### config.mk
export PLATFORM = sky130hd
export DESIGN_NAME = slave_device
export DESIGN_NICKNAME = d
export VERILOG_FILES = /design/src/rtl/slave_device.sv
export SDC_FILE = /design/constraint.sdc
export NUM_CORES = 1
export LEC_CHECK = 0
export BUFFER_PORTS_ARGS = -buffer_cell sky130_fd_sc_hd__clkbuf_2
export CORE_UTILIZATION = 51
export DETAILED_ROUTE_END_ITERATION = 12
export PLACE_DENSITY = 0.8
export SYNTH_ARGS = -nofsm -noshare
export SYNTH_HDL_FRONTEND = slang
export SYNTH_SLANG_ARGS = --single-unit
### constraint.sdc
create_clock -name slave_clk -period 2.1 [get_ports slave_clk]
set_clock_uncertainty 0.2 [all_clocks]
set_input_delay 0.42 -clock slave_clk [delete_from_list [all_inputs] [get_ports slave_clk]]
set_output_delay 0.42 -clock slave_clk [all_outputs]
set_load 0.005 [all_outputs]
### src/rtl/slave_device.sv
// Memory-backed cross-bar slave: single-word read/write over a req/ack handshake,
// with reads returning data on a one-cycle resp pulse after ack.
`timescale 1ns/1ps
module slave_device #(
  parameter int DATA_W = 32,
  parameter int ADDR_W = 32,
  parameter int MEM_AW = 4
) (
  input  logic              slave_clk,
  input  logic              slave_rst_in,
  input  logic              slave_req,
  input  logic              slave_cmd,
  input  logic [ADDR_W-1:0] slave_addr,
  input  logic [DATA_W-1:0] slave_wdata,
  output logic              slave_ack,
  output logic              slave_resp,
  output logic [DATA_W-1:0] slave_rdata
);

  localparam int DEPTH = 2 ** MEM_AW;

  typedef enum logic [1:0] {IDLE, ACK, RESP} state_t;

  state_t              state_reg;
  logic                cmd_reg;
  logic [MEM_AW-1:0]   idx_reg;
  logic                ack_reg;
  logic                resp_reg;
  logic [DATA_W-1:0]   rdata_reg;
  logic [DATA_W-1:0]   mem_reg [DEPTH];

  logic [MEM_AW-1:0]   req_idx;
  logic                unused_addr_hi;

  // Upper address bits were already decoded by the cross-bar; the index wraps.
  assign req_idx        = slave_addr[MEM_AW-1:0];
  assign unused_addr_hi = ^slave_addr[ADDR_W-1:MEM_AW];

  always_ff @(posedge slave_clk or negedge slave_rst_in) begin
    if (!slave_rst_in) begin
      state_reg <= IDLE;
      cmd_reg   <= 1'b0;
      idx_reg   <= '0;
      ack_reg   <= 1'b0;
      resp_reg  <= 1'b0;
      rdata_reg <= '0;
      for (int i = 0; i < DEPTH; i++) begin
        mem_reg[i] <= '0;
      end
    end else begin
      case (state_reg)
        IDLE: begin
          resp_reg <= 1'b0;
          if (slave_req) begin
            cmd_reg   <= slave_cmd;
            idx_reg   <= req_idx;
            ack_reg   <= 1'b1;
            state_reg <= ACK;
            if (slave_cmd) begin
              mem_reg[req_idx] <= slave_wdata;
            end
          end
        end
        ACK: begin
          ack_reg <= 1'b0;
          if (cmd_reg) begin
            state_reg <= IDLE;
          end else begin
            rdata_reg <= mem_reg[idx_reg];
            resp_reg  <= 1'b1;
            state_reg <= RESP;
          end
        end
        RESP: begin
          resp_reg  <= 1'b0;
          state_reg <= IDLE;
        end
        default: begin
          ack_reg   <= 1'b0;
          resp_reg  <= 1'b0;
          state_reg <= IDLE;
        end
      endcase
    end
  end

  assign slave_ack   = ack_reg;
  assign slave_resp  = resp_reg;
  assign slave_rdata = rdata_reg;

endmodule

Yosys cells after proc, flatten, opt, wreduce, memory -nomap -nowiden

Cells that the tools add are included.

Flip-flop bits (word level): 553
Logic and storage cells: 52
Memory bits (read-only): 0
Input bits: 68
Bits in writable memories: 0
Latch bits: 0
Memories kept: 0
Output and inout bits: 34

Reduce and logical (&&, ||, !) cells: 6
Order comparisons: 3
Add/sub/neg operators: 0
Shifts and indexed selects: 0
Multipliers: 0
Div/mod/pow operators: 0
Eq/ne operators: 4
Multiplexer cells: 13
Bitwise logic cells: 4

Operator list:

| cell                                                      | count |
|---|---|
| bitwise mux 512 bit                                       | 1 |
| binary-select mux 32 bit (select 4 bit)                   | 1 |
| demux 32 bit (select 4 bit)                               | 1 |
| two-way mux 32 bit                                        | 3 |
| greater-or-equal comparator 5 bit (second input constant) | 2 |
| inverter 4 -> 5 bit                                       | 2 |
| AND reduction 2 bit                                       | 3 |
| < comparator 5 x 1 -> 1 bit (second input constant)       | 1 |
| two-way mux 2 bit                                         | 2 |
| != test 2 bit (second input constant)                     | 2 |
| case mux 2 bit (2 select lines)                           | 1 |
| two-way mux 1 bit                                         | 3 |
| AND reduction 3 bit                                       | 1 |
| equality test 2 x 1 -> 1 bit (second input constant)      | 1 |
| equality test 2 bit (second input constant)               | 1 |
| zero test 2 bit                                           | 1 |
| inverter 1 bit                                            | 2 |
| case mux 1 bit (2 select lines)                           | 1 |
| logical AND 1 bit                                         | 1 |

Depth between registers and ports, before layout

Word-level depth: 6
Mapped depth: 7
Depth with buffers taken out: 4

Least setup slack after synthesis

Ideal clock, no wire load.

Kind: reg2reg
Start point: register state_reg[0]
End point: register mem_reg[353] (netlist bit)
Data required time: 1775 ps
Slack: -16 ps
Stages on the path, launching flop included: 7
Clock period less this slack: 2116 ps
Arrival: 1791 ps
Cells stage by stage: dfrtp_1 -> nand4bb_4 -> or3_4 -> nor2b_1 -> clkbuf_2 -> buf_6 -> mux2_2

Word-level cells in the longest chain between the ends: 2

Ends and longest elaborated chain:

| element                       | line | source |
|---|---|---|
| start, declared               | 24   | `state_t state_reg;` |
| start signal, assigned        | 41   | `state_reg <= IDLE;` |
| start signal, assigned        | 58   | `state_reg <= ACK;` |
| start signal, assigned        | 67   | `state_reg <= IDLE;` |
| zero test 2 bit               | 51   | `case (state_reg)` |
| AND reduction 3 bit (no line) | --   |  |
| end signal, assigned by index | 60   | `mem_reg[req_idx] <= slave_wdata;` |
| end, declared                 | 30   | `logic [DATA_W-1:0] mem_reg [DEPTH];` |

Every way passes these cells.
A chain may end at the register's enable or synchronous reset.

Worst setup path after layout

Start point: register state_reg[0]
End point: register mem_reg[490] (netlist bit)

The elaborated chain is that of the path after synthesis.

==> results.sh <==
export IMPL_largest_reg_flops=512
export IMPL_power_w=0.0343
export IMPL_critPathRequiredTime_ps=2410
export IMPL_violations="negative setup slack"
export IMPL_holdPathEnd="idx_reg[0]"
export IMPL_leakage_nw=14.3
export IMPL_synth_simple_area_share_pct=3.24
export IMPL_clk_path_buf_depth=3
export IMPL_rrSetupSlack_ps=-230
export IMPL_dr_wl_met2_um=34100
export IMPL_hold_viol=0
export IMPL_netlist_instances=1677
export IMPL_cp_end_kind="flip-flop"
export IMPL_overflow=0
export IMPL_postSynth_asyncResetShare_pct=100
export IMPL_synth_top_family_by_area="multiplexers"
export IMPL_die_area_um2=49200
export IMPL_fin_nets=1893
export IMPL_insertion_delay_ps=620
export IMPL_netlist_area_leader_share_pct=56.1
export IMPL_reg2reg_from="state_reg[0]"
export IMPL_status="complete, but fails checks"
export IMPL_ios=102
export IMPL_rsz0062_at_grt="yes"
export IMPL_mostFrequentLayoutCell="dfrtp_1"
export IMPL_synthesis_nets=1745
export IMPL_pre_cts_ws_ps=-325
export IMPL_max_stage_delay_ps=420
export IMPL_synthFlopType="dfrtp_1"
export IMPL_vias=15492
export IMPL_ff2ff_path_depth=7
export IMPL_wirelength_met1_um=27400
export IMPL_dieWidth_um=222
export IMPL_synth_edf_count=0
export IMPL_synth_compound_area_share_pct=3.06
export IMPL_rows=80
export IMPL_syn_cell_area_um2=24700
export IMPL_holdWs_ps=51.5
export IMPL_gp_congestion=0.773
export IMPL_place_port_buffers=73
export IMPL_mostFrequentLayoutCells="550 x dfrtp_1, 360 x mux2_2, 150 x mux2_4"
export IMPL_wl_per_cell_um=27.7
export IMPL_setup_viol=502
export IMPL_path_delay_family="simple AND/OR/NAND/NOR gates"
export IMPL_fin_util_pct=63.2
export IMPL_design_area_um2=30200
export IMPL_layout_drive_gt1_share_pct=49.2
export IMPL_ys_ff_latch=553
export IMPL_hold_start="slave_addr[0]"
export IMPL_area_delta_synth_final_pct=22.4
export IMPL_period_needed_ps=2330
export IMPL_synthMuxAreaShare_pct=34.6
export IMPL_syn_area_per_cell_um2=14.7
export IMPL_clock_fmax_mhz=428
export IMPL_detailedRoute_firstPassIterationCount=4
export IMPL_min_period_over_period_pct=111
export IMPL_yosysTopAreaCell="dfrtp_1"
export IMPL_cts_tree="built"
export IMPL_root_buffer="clkbuf_16"
export IMPL_min_path_type="in2reg"
export IMPL_place_hpwl_um=36800
export IMPL_htreeDepth=2
export IMPL_synth_distinct_cells=35
export IMPL_hold_depth=3
export IMPL_synth_xor_area_share_pct=0
export IMPL_path_common_cell="buf_6"
export IMPL_track_usage_pct=26.4
export IMPL_final_max_slew_viol_count=0
export IMPL_drv_cap=0
export IMPL_grt_pass1_wl_um=98600
export IMPL_synthAdderAreaFrac_pct=0
export IMPL_grt_pass1_vias=16296
export IMPL_grt_max_degree=64
export IMPL_power_density_nw_per_um2=1140
export IMPL_critPathBufInv=3
export IMPL_ys_seq_area_share_pct=56.1
export IMPL_vdd_drop_max_v=0.000857
export IMPL_slowest_stage="or3_4"
export IMPL_fin_ws_ps=-234
export IMPL_netlist_top_cells_area="dfrtp_1 56%, mux2_2 21%, mux4_2 5.7%, mux2i_1 5.4%, mux2_1 2.3%"
export IMPL_crit_chain="nand4bb_4, or3_4, nor3_4, buf_6, buf_6, buf_16, mux2_4"
export IMPL_path_max_fanout=7
export IMPL_vias_per_cell=6.24
export IMPL_start_util_pct=51.6
export IMPL_core_region_area_um2=47700
export IMPL_drt_iter0_markers=1359
export IMPL_antenna_left=0
export IMPL_dpl_cell_area_um2=26800
export IMPL_highest_layer="met5"
export IMPL_clkTransAtPathRegs_ps=60
export IMPL_drc=0
export IMPL_yosys_warnings=0
export IMPL_slew_headroom_pct=51.8
export IMPL_numCtsBuffers=56
export IMPL_r2r_end="mem_reg[490]"
export IMPL_crit_type="reg2reg"
export IMPL_cp_arrival_ps=2650
export IMPL_fp_dieH_um=222
export IMPL_drt_total_wl_um=68700
export IMPL_antenna_found_initial=3
export IMPL_cp_start_kind="flip-flop"
export IMPL_tightest_slew_ps=724
export IMPL_dr_wl_met3_um=4490
export IMPL_cts_sinks=553
[worst min-delay path, stage by stage]
cell and delay, ps:
clkbuf_2 110, buf_4 150, mux2_2 150
[cells in the mapped netlist, types with 3 or more instances]
master      n
nor2b_1     8
mux4_2     62
nand4_1    24
clkbuf_2    3
nand2_1    62
buf_6       9
clkbuf_1   70
a22oi_1    64
nor2_1     35
nand3_1    10
mux2_1     51
inv_1       3
buf_4      12
nand2_2     3
a21oi_1    11
dfrtp_1   553
buf_2      50
mux2_2    465
a31oi_1    31
mux2i_1   132
[cells by family (layout without fill, tap and decap cells)]
| group | Yosys count | count (layout) |
|---|---|---|
| compound gates | 110 | 110 |
| buf+inv | 148 | 335 |
| flops | 553 | 553 |
| mux | 710 | 710 |
| other cells | 0 | 2 |
| simple gates | 156 | 156 |
[metal layers]
layer	vias to the layer above	GRT usage [%]
met5	-	0
met4	4	9.12
met3	175	5.10
met2	562	44.1
met1	8300	34.7
li1	6451	-
[power by group]
group,internal [W],total [W],switching [W]
combinational,0.00521,0.00968,0.00447
clock,0.00576,0.00998,0.00422
sequential,0.0131,0.0147,0.00155
total,0.0241,0.0343,0.0102
[repair_timing]
| item | 4_1_cts | 5_1_grt |
|---|---|---|
| buffers inserted | 16 | 12 |
| endpoints found under the hold margin | 471 | 0 |
| pin swaps | 2 | 1 |
| hold buffers | 2 | 0 |
| gates cloned | 9 | 14 |
| resized for setup | 88 | 126 |
| setup endpoints to repair | 263 | 467 |
[area by class of cell]
cell class                 instances  area, um2
timing repair buffer             235       2940
tap                              615        769
fill                            3172      17600
antenna                            2       5.00
clock buffer                      81       1600
inverter                           3       11.3
clock inverter                    16        216
multi-input combinational        976      10800
sequential                       553      13800
[through the flow]
stage               TNS (ps)  cells
detailed placement    -51810   2337
global route          -71770   2480
finish                -57950   2481
global placement      -39650   2337
CTS                   -11910   2461
floorplan               -165   1677
[worst max-delay path by stage]
| stage | cells past startpoint | endpoint | startpoint | slack (ps) |
|---|---|---|---|---|
| floorplan | 6 | mem_reg[245] | state_reg[0] | -6 |
| global placement | 6 | mem_reg[503] | slave_req | -260 |
| detailed placement | 6 | mem_reg[500] | slave_req | -320 |
| CTS | 7 | mem_reg[502] | state_reg[0] | -130 |
| global route | 7 | mem_reg[490] | state_reg[0] | -280 |
| finish | 7 | mem_reg[490] | state_reg[0] | -230 |
Power figures use the tool's default switching activity.
